`src/rtl/dyt_decode_stage_pkg.sv`:
```
// Shared types for the decode stage: RV32I opcodes, ALU operation codes,
// immediate formats, the packed control bundle and small decode helpers.
package dyt_decode_stage_pkg;

    localparam logic [6:0] OPC_LUI      = 7'b0110111;
    localparam logic [6:0] OPC_AUIPC    = 7'b0010111;
    localparam logic [6:0] OPC_JAL      = 7'b1101111;
    localparam logic [6:0] OPC_JALR     = 7'b1100111;
    localparam logic [6:0] OPC_BRANCH   = 7'b1100011;
    localparam logic [6:0] OPC_LOAD     = 7'b0000011;
    localparam logic [6:0] OPC_STORE    = 7'b0100011;
    localparam logic [6:0] OPC_OP_IMM   = 7'b0010011;
    localparam logic [6:0] OPC_OP       = 7'b0110011;
    localparam logic [6:0] OPC_MISC_MEM = 7'b0001111;
    localparam logic [6:0] OPC_SYSTEM   = 7'b1110011;

    // alu_src bit 0 selects the immediate as operand B, bit 1 selects the PC as operand A
    localparam logic [1:0] ALU_SRC_REGS   = 2'b00;
    localparam logic [1:0] ALU_SRC_IMM    = 2'b01;
    localparam logic [1:0] ALU_SRC_PC_IMM = 2'b11;

    // Writeback source: ALU result, load data, or PC+4 for jumps
    localparam logic [1:0] WB_ALU = 2'b00;
    localparam logic [1:0] WB_MEM = 2'b01;
    localparam logic [1:0] WB_PC4 = 2'b10;

    typedef enum logic [3:0] {
        ALU_ADD, ALU_SUB, ALU_SLL, ALU_SLT, ALU_SLTU,
        ALU_XOR, ALU_SRL, ALU_SRA, ALU_OR, ALU_AND, ALU_PASS_B
    } alu_op_t;

    typedef enum logic [2:0] {
        FMT_NONE, FMT_R, FMT_I, FMT_S, FMT_B, FMT_U, FMT_J
    } imm_fmt_t;

    // bne marks branches whose comparison result is inverted (bne, bge, bgeu)
    typedef struct packed {
        logic       halt;
        logic       reg_write;
        logic       mem_read;
        logic       mem_write;
        logic [1:0] mem_size;
        logic [1:0] mem_to_reg;
        alu_op_t    alu_op;
        logic [1:0] alu_src;
        logic       branch;
        logic       bne;
        logic       jump;
        logic       jal;
        logic       illegal;
    } decode_ctrl_t;

    function automatic alu_op_t alu_from_funct3(input logic [2:0] funct3, input logic alt);
        alu_op_t op;
        case (funct3)
            3'b000:  op = alt ? ALU_SUB : ALU_ADD;
            3'b001:  op = ALU_SLL;
            3'b010:  op = ALU_SLT;
            3'b011:  op = ALU_SLTU;
            3'b100:  op = ALU_XOR;
            3'b101:  op = alt ? ALU_SRA : ALU_SRL;
            3'b110:  op = ALU_OR;
            default: op = ALU_AND;
        endcase
        return op;
    endfunction

    function automatic logic [31:0] imm_extract(input logic [31:0] instr, input imm_fmt_t fmt);
        logic [31:0] imm;
        case (fmt)
            FMT_I:   imm = {{20{instr[31]}}, instr[31:20]};
            FMT_S:   imm = {{20{instr[31]}}, instr[31:25], instr[11:7]};
            FMT_B:   imm = {{19{instr[31]}}, instr[31], instr[7], instr[30:25], instr[11:8], 1'b0};
            FMT_U:   imm = {instr[31:12], 12'b0};
            FMT_J:   imm = {{11{instr[31]}}, instr[31], instr[19:12], instr[20], instr[30:21], 1'b0};
            default: imm = '0;
        endcase
        return imm;
    endfunction

endpackage

```
`src/rtl/dyt_decode_comb.sv`:
```
// Purely combinational RV32I decoder: instruction word to control bundle,
// register indices, immediate and source-usage flags. Unused fields read 0.
module dyt_decode_comb
    import dyt_decode_stage_pkg::*;
#(
    parameter int                WORD_W     = 32,
    parameter int                REG_AW     = 5,
    parameter logic [WORD_W-1:0] HALT_INSTR = 32'hFFFF_FFFF
) (
    input  logic [WORD_W-1:0] instr,
    output decode_ctrl_t      ctrl,
    output logic [REG_AW-1:0] rs1,
    output logic [REG_AW-1:0] rs2,
    output logic [REG_AW-1:0] rd,
    output logic [WORD_W-1:0] imm,
    output logic              uses_rs1,
    output logic              uses_rs2
);

    imm_fmt_t   fmt;
    logic       has_rd;
    logic [2:0] funct3;

    assign funct3 = instr[14:12];

    // Classify the opcode; halt is checked first since its encoding is otherwise illegal
    always_comb begin
        ctrl     = '0;
        fmt      = FMT_NONE;
        uses_rs1 = 1'b0;
        uses_rs2 = 1'b0;
        has_rd   = 1'b0;
        if (instr == HALT_INSTR) begin
            ctrl.halt = 1'b1;
        end else begin
            case (instr[6:0])
                OPC_LUI: begin
                    fmt = FMT_U; has_rd = 1'b1;
                    ctrl.reg_write = 1'b1;
                    ctrl.alu_op    = ALU_PASS_B;
                    ctrl.alu_src   = ALU_SRC_IMM;
                end
                OPC_AUIPC: begin
                    fmt = FMT_U; has_rd = 1'b1;
                    ctrl.reg_write = 1'b1;
                    ctrl.alu_src   = ALU_SRC_PC_IMM;
                end
                OPC_JAL: begin
                    fmt = FMT_J; has_rd = 1'b1;
                    ctrl.reg_write  = 1'b1;
                    ctrl.jump       = 1'b1;
                    ctrl.jal        = 1'b1;
                    ctrl.alu_src    = ALU_SRC_PC_IMM;
                    ctrl.mem_to_reg = WB_PC4;
                end
                OPC_JALR: begin
                    fmt = FMT_I; has_rd = 1'b1; uses_rs1 = 1'b1;
                    ctrl.reg_write  = 1'b1;
                    ctrl.jump       = 1'b1;
                    ctrl.alu_src    = ALU_SRC_IMM;
                    ctrl.mem_to_reg = WB_PC4;
                end
                OPC_BRANCH: begin
                    fmt = FMT_B; uses_rs1 = 1'b1; uses_rs2 = 1'b1;
                    ctrl.branch = 1'b1;
                    ctrl.bne    = funct3[0];
                    ctrl.alu_op = funct3[2] ? (funct3[1] ? ALU_SLTU : ALU_SLT) : ALU_SUB;
                end
                OPC_LOAD: begin
                    fmt = FMT_I; has_rd = 1'b1; uses_rs1 = 1'b1;
                    ctrl.reg_write  = 1'b1;
                    ctrl.mem_read   = 1'b1;
                    ctrl.mem_size   = funct3[1:0];
                    ctrl.mem_to_reg = WB_MEM;
                    ctrl.alu_src    = ALU_SRC_IMM;
                end
                OPC_STORE: begin
                    fmt = FMT_S; uses_rs1 = 1'b1; uses_rs2 = 1'b1;
                    ctrl.mem_write = 1'b1;
                    ctrl.mem_size  = funct3[1:0];
                    ctrl.alu_src   = ALU_SRC_IMM;
                end
                OPC_OP_IMM: begin
                    fmt = FMT_I; has_rd = 1'b1; uses_rs1 = 1'b1;
                    ctrl.reg_write = 1'b1;
                    ctrl.alu_op    = alu_from_funct3(funct3, (funct3 == 3'b101) && instr[30]);
                    ctrl.alu_src   = ALU_SRC_IMM;
                end
                OPC_OP: begin
                    fmt = FMT_R; has_rd = 1'b1; uses_rs1 = 1'b1; uses_rs2 = 1'b1;
                    ctrl.reg_write = 1'b1;
                    ctrl.alu_op    = alu_from_funct3(funct3, instr[30]);
                end
                OPC_MISC_MEM, OPC_SYSTEM: begin
                    fmt = FMT_NONE;
                end
                default: begin
                    ctrl.illegal = 1'b1;
                end
            endcase
        end

        rd  = has_rd   ? instr[11:7]  : '0;
        rs1 = uses_rs1 ? instr[19:15] : '0;
        rs2 = uses_rs2 ? instr[24:20] : '0;
        imm = imm_extract(instr, fmt);
        if (rd == '0) begin
            ctrl.reg_write = 1'b0;
        end
    end

endmodule

```
`src/rtl/dyt_decode_stage.sv`:
```
// Registered decode stage: output bundle register with valid/ready handshake,
// load-use scoreboard, hazard stalls, flush, sticky halt and stall counter.
module dyt_decode_stage
    import dyt_decode_stage_pkg::*;
#(
    parameter int                WORD_W     = 32,
    parameter int                REG_AW     = 5,
    parameter int                LOAD_LAT   = 2,
    parameter int                CNT_W      = 16,
    parameter logic [WORD_W-1:0] HALT_INSTR = 32'hFFFF_FFFF
) (
    input  logic              CLK,
    input  logic              nRST,
    input  logic              in_valid,
    output logic              in_ready,
    input  logic [WORD_W-1:0] in_instr,
    input  logic [WORD_W-1:0] in_pc,
    input  logic              flush,
    output logic              out_valid,
    input  logic              out_ready,
    output decode_ctrl_t      out_ctrl,
    output logic [WORD_W-1:0] out_pc,
    output logic [REG_AW-1:0] out_rs1,
    output logic [REG_AW-1:0] out_rs2,
    output logic [REG_AW-1:0] out_rd,
    output logic [WORD_W-1:0] out_imm,
    output logic              halted,
    output logic [CNT_W-1:0]  stall_cnt
);

    localparam int SB_CW = $clog2(LOAD_LAT + 1);

    decode_ctrl_t      dec_ctrl;
    logic [REG_AW-1:0] dec_rs1, dec_rs2, dec_rd;
    logic [WORD_W-1:0] dec_imm;
    logic              dec_uses_rs1, dec_uses_rs2;

    logic              out_valid_q, out_valid_d;
    decode_ctrl_t      out_ctrl_q, out_ctrl_d;
    logic [WORD_W-1:0] out_pc_q, out_pc_d, out_imm_q, out_imm_d;
    logic [REG_AW-1:0] out_rs1_q, out_rs1_d, out_rs2_q, out_rs2_d, out_rd_q, out_rd_d;
    logic              halted_q, halted_d;
    logic [CNT_W-1:0]  stall_cnt_q, stall_cnt_d;

    logic              sb_valid_q [LOAD_LAT];
    logic              sb_valid_d [LOAD_LAT];
    logic [REG_AW-1:0] sb_rd_q    [LOAD_LAT];
    logic [REG_AW-1:0] sb_rd_d    [LOAD_LAT];
    logic [SB_CW-1:0]  sb_cnt_q   [LOAD_LAT];
    logic [SB_CW-1:0]  sb_cnt_d   [LOAD_LAT];

    logic hit_rs1, hit_rs2, hazard, accept, out_fire, push, pushed;

    dyt_decode_comb #(
        .WORD_W     (WORD_W),
        .REG_AW     (REG_AW),
        .HALT_INSTR (HALT_INSTR)
    ) u_decode (
        .instr    (in_instr),
        .ctrl     (dec_ctrl),
        .rs1      (dec_rs1),
        .rs2      (dec_rs2),
        .rd       (dec_rd),
        .imm      (dec_imm),
        .uses_rs1 (dec_uses_rs1),
        .uses_rs2 (dec_uses_rs2)
    );

    // Load-use hazard: a used nonzero source matches a pending load or the load sitting in the output
    always_comb begin
        hit_rs1 = out_valid_q && out_ctrl_q.mem_read && (out_rd_q == dec_rs1);
        hit_rs2 = out_valid_q && out_ctrl_q.mem_read && (out_rd_q == dec_rs2);
        for (int i = 0; i < LOAD_LAT; i++) begin
            if (sb_valid_q[i] && (sb_rd_q[i] == dec_rs1)) hit_rs1 = 1'b1;
            if (sb_valid_q[i] && (sb_rd_q[i] == dec_rs2)) hit_rs2 = 1'b1;
        end
        hazard = in_valid && ((dec_uses_rs1 && (dec_rs1 != '0) && hit_rs1) ||
                              (dec_uses_rs2 && (dec_rs2 != '0) && hit_rs2));
    end

    assign in_ready = !halted_q && !flush && !hazard && (!out_valid_q || out_ready);
    assign accept   = in_valid && in_ready;
    assign out_fire = out_valid_q && out_ready && !flush;
    assign push     = out_fire && out_ctrl_q.mem_read && (out_rd_q != '0);

    // Output register next state: flush kills, acceptance loads, consumption empties
    always_comb begin
        out_valid_d = out_valid_q;
        out_ctrl_d  = out_ctrl_q;
        out_pc_d    = out_pc_q;
        out_imm_d   = out_imm_q;
        out_rs1_d   = out_rs1_q;
        out_rs2_d   = out_rs2_q;
        out_rd_d    = out_rd_q;
        if (flush) begin
            out_valid_d = 1'b0;
        end else if (accept) begin
            out_valid_d = 1'b1;
            out_ctrl_d  = dec_ctrl;
            out_pc_d    = in_pc;
            out_imm_d   = dec_imm;
            out_rs1_d   = dec_rs1;
            out_rs2_d   = dec_rs2;
            out_rd_d    = dec_rd;
        end else if (out_fire) begin
            out_valid_d = 1'b0;
        end
        halted_d    = halted_q || (accept && dec_ctrl.halt);
        stall_cnt_d = (hazard && (stall_cnt_q != '1)) ? stall_cnt_q + 1'b1 : stall_cnt_q;
    end

    // Scoreboard ageing, then record a departing load into the first free slot
    always_comb begin
        pushed = 1'b0;
        for (int i = 0; i < LOAD_LAT; i++) begin
            sb_valid_d[i] = sb_valid_q[i];
            sb_rd_d[i]    = sb_rd_q[i];
            sb_cnt_d[i]   = sb_cnt_q[i];
            if (sb_valid_q[i]) begin
                if (sb_cnt_q[i] == SB_CW'(1)) begin
                    sb_valid_d[i] = 1'b0;
                    sb_cnt_d[i]   = '0;
                end else begin
                    sb_cnt_d[i] = sb_cnt_q[i] - 1'b1;
                end
            end
        end
        for (int i = 0; i < LOAD_LAT; i++) begin
            if (push && !pushed && !sb_valid_d[i]) begin
                sb_valid_d[i] = 1'b1;
                sb_rd_d[i]    = out_rd_q;
                sb_cnt_d[i]   = SB_CW'(LOAD_LAT);
                pushed        = 1'b1;
            end
        end
    end

    // All stage state, cleared asynchronously by reset
    always_ff @(posedge CLK or negedge nRST) begin
        if (!nRST) begin
            out_valid_q <= 1'b0;
            out_ctrl_q  <= '0;
            out_pc_q    <= '0;
            out_imm_q   <= '0;
            out_rs1_q   <= '0;
            out_rs2_q   <= '0;
            out_rd_q    <= '0;
            halted_q    <= 1'b0;
            stall_cnt_q <= '0;
            for (int i = 0; i < LOAD_LAT; i++) begin
                sb_valid_q[i] <= 1'b0;
                sb_rd_q[i]    <= '0;
                sb_cnt_q[i]   <= '0;
            end
        end else begin
            out_valid_q <= out_valid_d;
            out_ctrl_q  <= out_ctrl_d;
            out_pc_q    <= out_pc_d;
            out_imm_q   <= out_imm_d;
            out_rs1_q   <= out_rs1_d;
            out_rs2_q   <= out_rs2_d;
            out_rd_q    <= out_rd_d;
            halted_q    <= halted_d;
            stall_cnt_q <= stall_cnt_d;
            for (int i = 0; i < LOAD_LAT; i++) begin
                sb_valid_q[i] <= sb_valid_d[i];
                sb_rd_q[i]    <= sb_rd_d[i];
                sb_cnt_q[i]   <= sb_cnt_d[i];
            end
        end
    end

    assign out_valid = out_valid_q;
    assign out_ctrl  = out_ctrl_q;
    assign out_pc    = out_pc_q;
    assign out_imm   = out_imm_q;
    assign out_rs1   = out_rs1_q;
    assign out_rs2   = out_rs2_q;
    assign out_rd    = out_rd_q;
    assign halted    = halted_q;
    assign stall_cnt = stall_cnt_q;

endmodule

```
`config.mk`:
```
export PLATFORM = sky130hd
export DESIGN_NAME = dyt_decode_stage
export DESIGN_NICKNAME = d
export VERILOG_FILES = /design/src/rtl/dyt_decode_stage_pkg.sv /design/src/rtl/dyt_decode_comb.sv /design/src/rtl/dyt_decode_stage.sv
export SDC_FILE = /design/constraint.sdc
export NUM_CORES = 1
export LEC_CHECK = 0
export ABC_CLOCK_PERIOD_IN_PS = 4500
export CAP_MARGIN = 20
export CORE_UTILIZATION = 45
export CTS_CLUSTER_DIAMETER = 40
export DETAILED_ROUTE_END_ITERATION = 12
export GPL_TIMING_DRIVEN = 0
export PLACE_DENSITY = 0.82
export RECOVER_POWER = 25
export SYNTH_ARGS = -nofsm -noshare
export SYNTH_HDL_FRONTEND = slang
export SYNTH_SLANG_ARGS = --single-unit
```
`constraint.sdc`:
```
create_clock -name CLK -period 4.5 [get_ports CLK]
set_clock_uncertainty 0.2 [all_clocks]
set_input_delay 1.125 -clock CLK [delete_from_list [all_inputs] [get_ports CLK]]
set_output_delay 1.125 -clock CLK [all_outputs]
set_load 0.01 [all_outputs]
```
==> summary.md <==
| Metric | Value |
|---|---|
| Initial antenna violation count | `0` |
| First DRT Iteration DRCs | `610` |
| Max_slew headroom | `-1.03` |
| Worst setup SP type | `input pin` |
| Critical path type | `in -> out` |
| CP peak stage delay | `0.30 ns` |
| Final Setup Violations | `0` |
| Core ar. | `15400 um2` |
| Worst EP required | `3.17 ns` |
| Share of cells above drive strength 1 | `0.125` |
| Average routed wire per standard cell | `18.1 um` |
| Mean Syn Cell Area | `10.2 um2` |
| Crit path cell chain | `buf_2 > nand3b_4 > a21o_4 > a211oi_4 > buf_4 > o2111ai_4 > and3_1 > buf_4 > nand2_1 > a21oi_1 > buf_2` |
| GRT Max-Usage Layer | `met2` |
| Crit-path max FO | `10` |
| CTS buffer count | `17` |
| Largest net degree at the start of global routing | `79` |
| Std cell rows | `45` |
| First-pass GRT wire length | `32800 um` |
| Port Buffers | `178` |
| Syn Inst Count | `705` |
| All-layer global routing usage | `0.258` |
| Failing checks | `capacitance limit, slew limit` |
| RePlAce Congestion | `0.908` |
| Maximum vdd drop | `0.289 mV` |
| Met1 Track Usage GR | `0.327` |
| Leak | `4.13 nW` |
| Status | `complete, but fails checks` |
| Pwr Density | `343 nW/um2` |
| Hold WS | `0.283 ns` |
| GR Util met3 | `0.0818` |
| CP Capture Type | `primary output` |
| Initial Utilization | `0.466` |
| Setup tns final | `0 ns` |
| Tot Pwr | `3.49 mW` |
| Post-route ant nets | `0` |
| Arrival time worst endpoint | `3.12 ns` |
| Top FF cell, synth | `dfrtp_1` |
| Mapped Nets | `777` |
| Top cells by area, synth | `dfrtp_1 (46%), mux2_1 (8.2%), mux2i_1 (6.3%)` |
| Worst-Skew Late Latency | `0.42 ns` |
| Final instance area | `10200 um2` |
| Final hold vios | `0` |
| Worst-margin pin slew | `3.04 ns` |
| Residual DRC | `0` |
| Met2 Usage GRT | `0.405` |
| Asr flop ratio synth | `1.00` |
| Die extent in y | `128 um` |
| # nets final | `989` |
| Layout Utilization | `0.661` |
| Hold Buf Count CTS | `0` |
| Total gr overflow | `0` |
| Clock Sinks | `131` |
| CTS max path bufs | `2` |
| CTS root buffer | `clkbuf_16` |
| CTS tree | `yes` |
| Cell taking the most area after synthesis | `dfrtp_1` |
| CTS H-tree depth | `4` |
| Post-synthesis instance area | `7170 um2` |
| Critical-path top delay cell | `a211oi_4` |
| Number of global-route vias before repair | `6370` |
| Worst-path clk slew | `0.05 ns` |
| EDFF count, synth | `0` |
| Post-DP HPWL | `14400 um` |
| Total number of vias | `6435` |
| Vias/cell | `5.64` |
| Max-cap violation count | `1` |
| Hold Path Class | `reg -> reg` |
| Register area share after synthesis | `0.457` |
| Top cells by count, synth | `dfrtp_1 (131), nand2_1 (62), inv_1 (55), mux2_1 (52), mux2i_1 (45)` |
| Area delta synth->final | `41.7%` |
| IO Count | `186` |
| Total iterations of the first detailed-routing run | `5` |
| Crit path max-delay family | `compound AO/OA/AOI/OAI gates` |
| Die X | `128 um` |
| Top-count cell post-synth | `dfrtp_1` |
| Post-Route WL | `20700 um` |
| Die ar. | `16400 um2` |
| Fin crit share | `0.988` |
| Max-slew violation count | `54` |
| Number of synthesized register bits | `131` |
| YS warnings | `0` |
| Diodes inserted | `0` |
| Tmin final | `4.44 ns` |
| Max Clk Rate | `225 MHz` |
| Top cell type's share of synthesized area | `0.457` |
| DP Area | `9240 um2` |
| Crit path buffers/inverters | `4` |
| Unique masters post-synth | `65` |
what timing repair did:
item / 4_1_cts / 5_1_grt
resized for setup: 51 / 15
endpoints found under the setup margin: 1 / 1
pin swaps: 9 / 3
buffers inserted: 13 / 1
cell type report:
| cell class | instances | area (um2) |
|---|---|---|
| multi-input cells | 472 | 3540 |
| plain buffers | 47 | 328 |
| inverters | 55 | 206 |
| repair buffers | 193 | 1890 |
| well taps | 211 | 264 |
| flip-flops and latches | 131 | 3280 |
| clock inverters | 12 | 201 |
| fillers | 1189 | 5210 |
| clock buffers | 20 | 457 |
worst register-to-register path, stage by stage, from the launching register on:
cell and delay, ns:
dfrtp_1 0.36, clkbuf_1 0.41, nor4bb_1 0.36, a31oi_1 0.07
o32ai_1 0.14, nand4b_1 0.25, buf_4 0.24, and3_1 0.25
o2111a_1 0.30, buf_6 0.16, buf_6 0.15, mux2_1 0.34
registers in the layout, summed over array words and instances (netlist names), 5 cells and up:
signal and cells:
out_imm 32, out_rs1 5, out_rs2 5, out_pc 32, out_ctrl 18, out_rd 5
stall_cnt 16, sb_rd_q 10
power by group:
part | switching, mW | internal [mW]
Combinational | 0.283 | 0.323
Sequential | 0.0659 | 1.28
Clock | 0.524 | 1.01
per-layer routing:
metal | wire length (um) | part of all wire
met5 | 0 | 0
met4 | 525 | 0.025
met3 | 1870 | 0.090
met2 | 9430 | 0.46
met1 | 8830 | 0.43
path summary, 6_finish.rpt:
path / startpoint / to / slack (ns) / cells after the start
min reg2reg: out_pc[26] / out_pc[26] / 0.28 / 1
max in group asynchronous: nRST / out_pc[12] / 0.88 / 1
max reg2reg: out_rd[4] / out_ctrl[10] / 1.15 / 11
min: out_pc[26] / out_pc[26] / 0.28 / 1
min in group asynchronous: nRST / out_ctrl[18] / 1.50 / 1
max: in_instr[4] / in_ready / 0.06 / 11
stage by stage:
| step | instances | worst slack (ns) |
|---|---|---|
| after global routing | 1141 | -0.00995 |
| final | 1141 | 0.0562 |
| after global placement | 1094 | -3.16 |
| after CTS | 1140 | 0.0117 |
| after detailed placement | 1095 | -1.14 |
| after floorplan | 705 | 0.330 |
placed cells by master (no fill, tap or decap), drive strengths merged, types with 23 or more instances in the layout:
| cell type | synthesis | final |
|---|---|---|
| a21oi | 36 | 36 |
| a31oi | 26 | 26 |
| buf | 21 | 38 |
| clkbuf | 26 | 50 |
| clkdlybuf4s50 | 0 | 168 |
| dfrtp | 131 | 131 |
| inv | 55 | 57 |
| mux2 | 58 | 58 |
| mux2i | 45 | 45 |
| nand2 | 62 | 62 |
| nor2 | 33 | 33 |
| xnor2 | 23 | 23 |
kinds of logic (layout without fill, tap and decap cells):
kind of cell,count (synthesis),after routing,share of synthesized area
AO/OA/AOI/OAI,131,131,0.125
XOR/XNOR,30,30,0.0366
adder cells (fa/ha/maj),3,3,0.00524
buffers and inverters,102,327,0.0668
flip-flops,131,131,0.457
multiplexers,103,103,0.154
AND/OR/NAND/NOR,205,205,0.155
No activity file was read; power rests on OpenSTA's default activity.
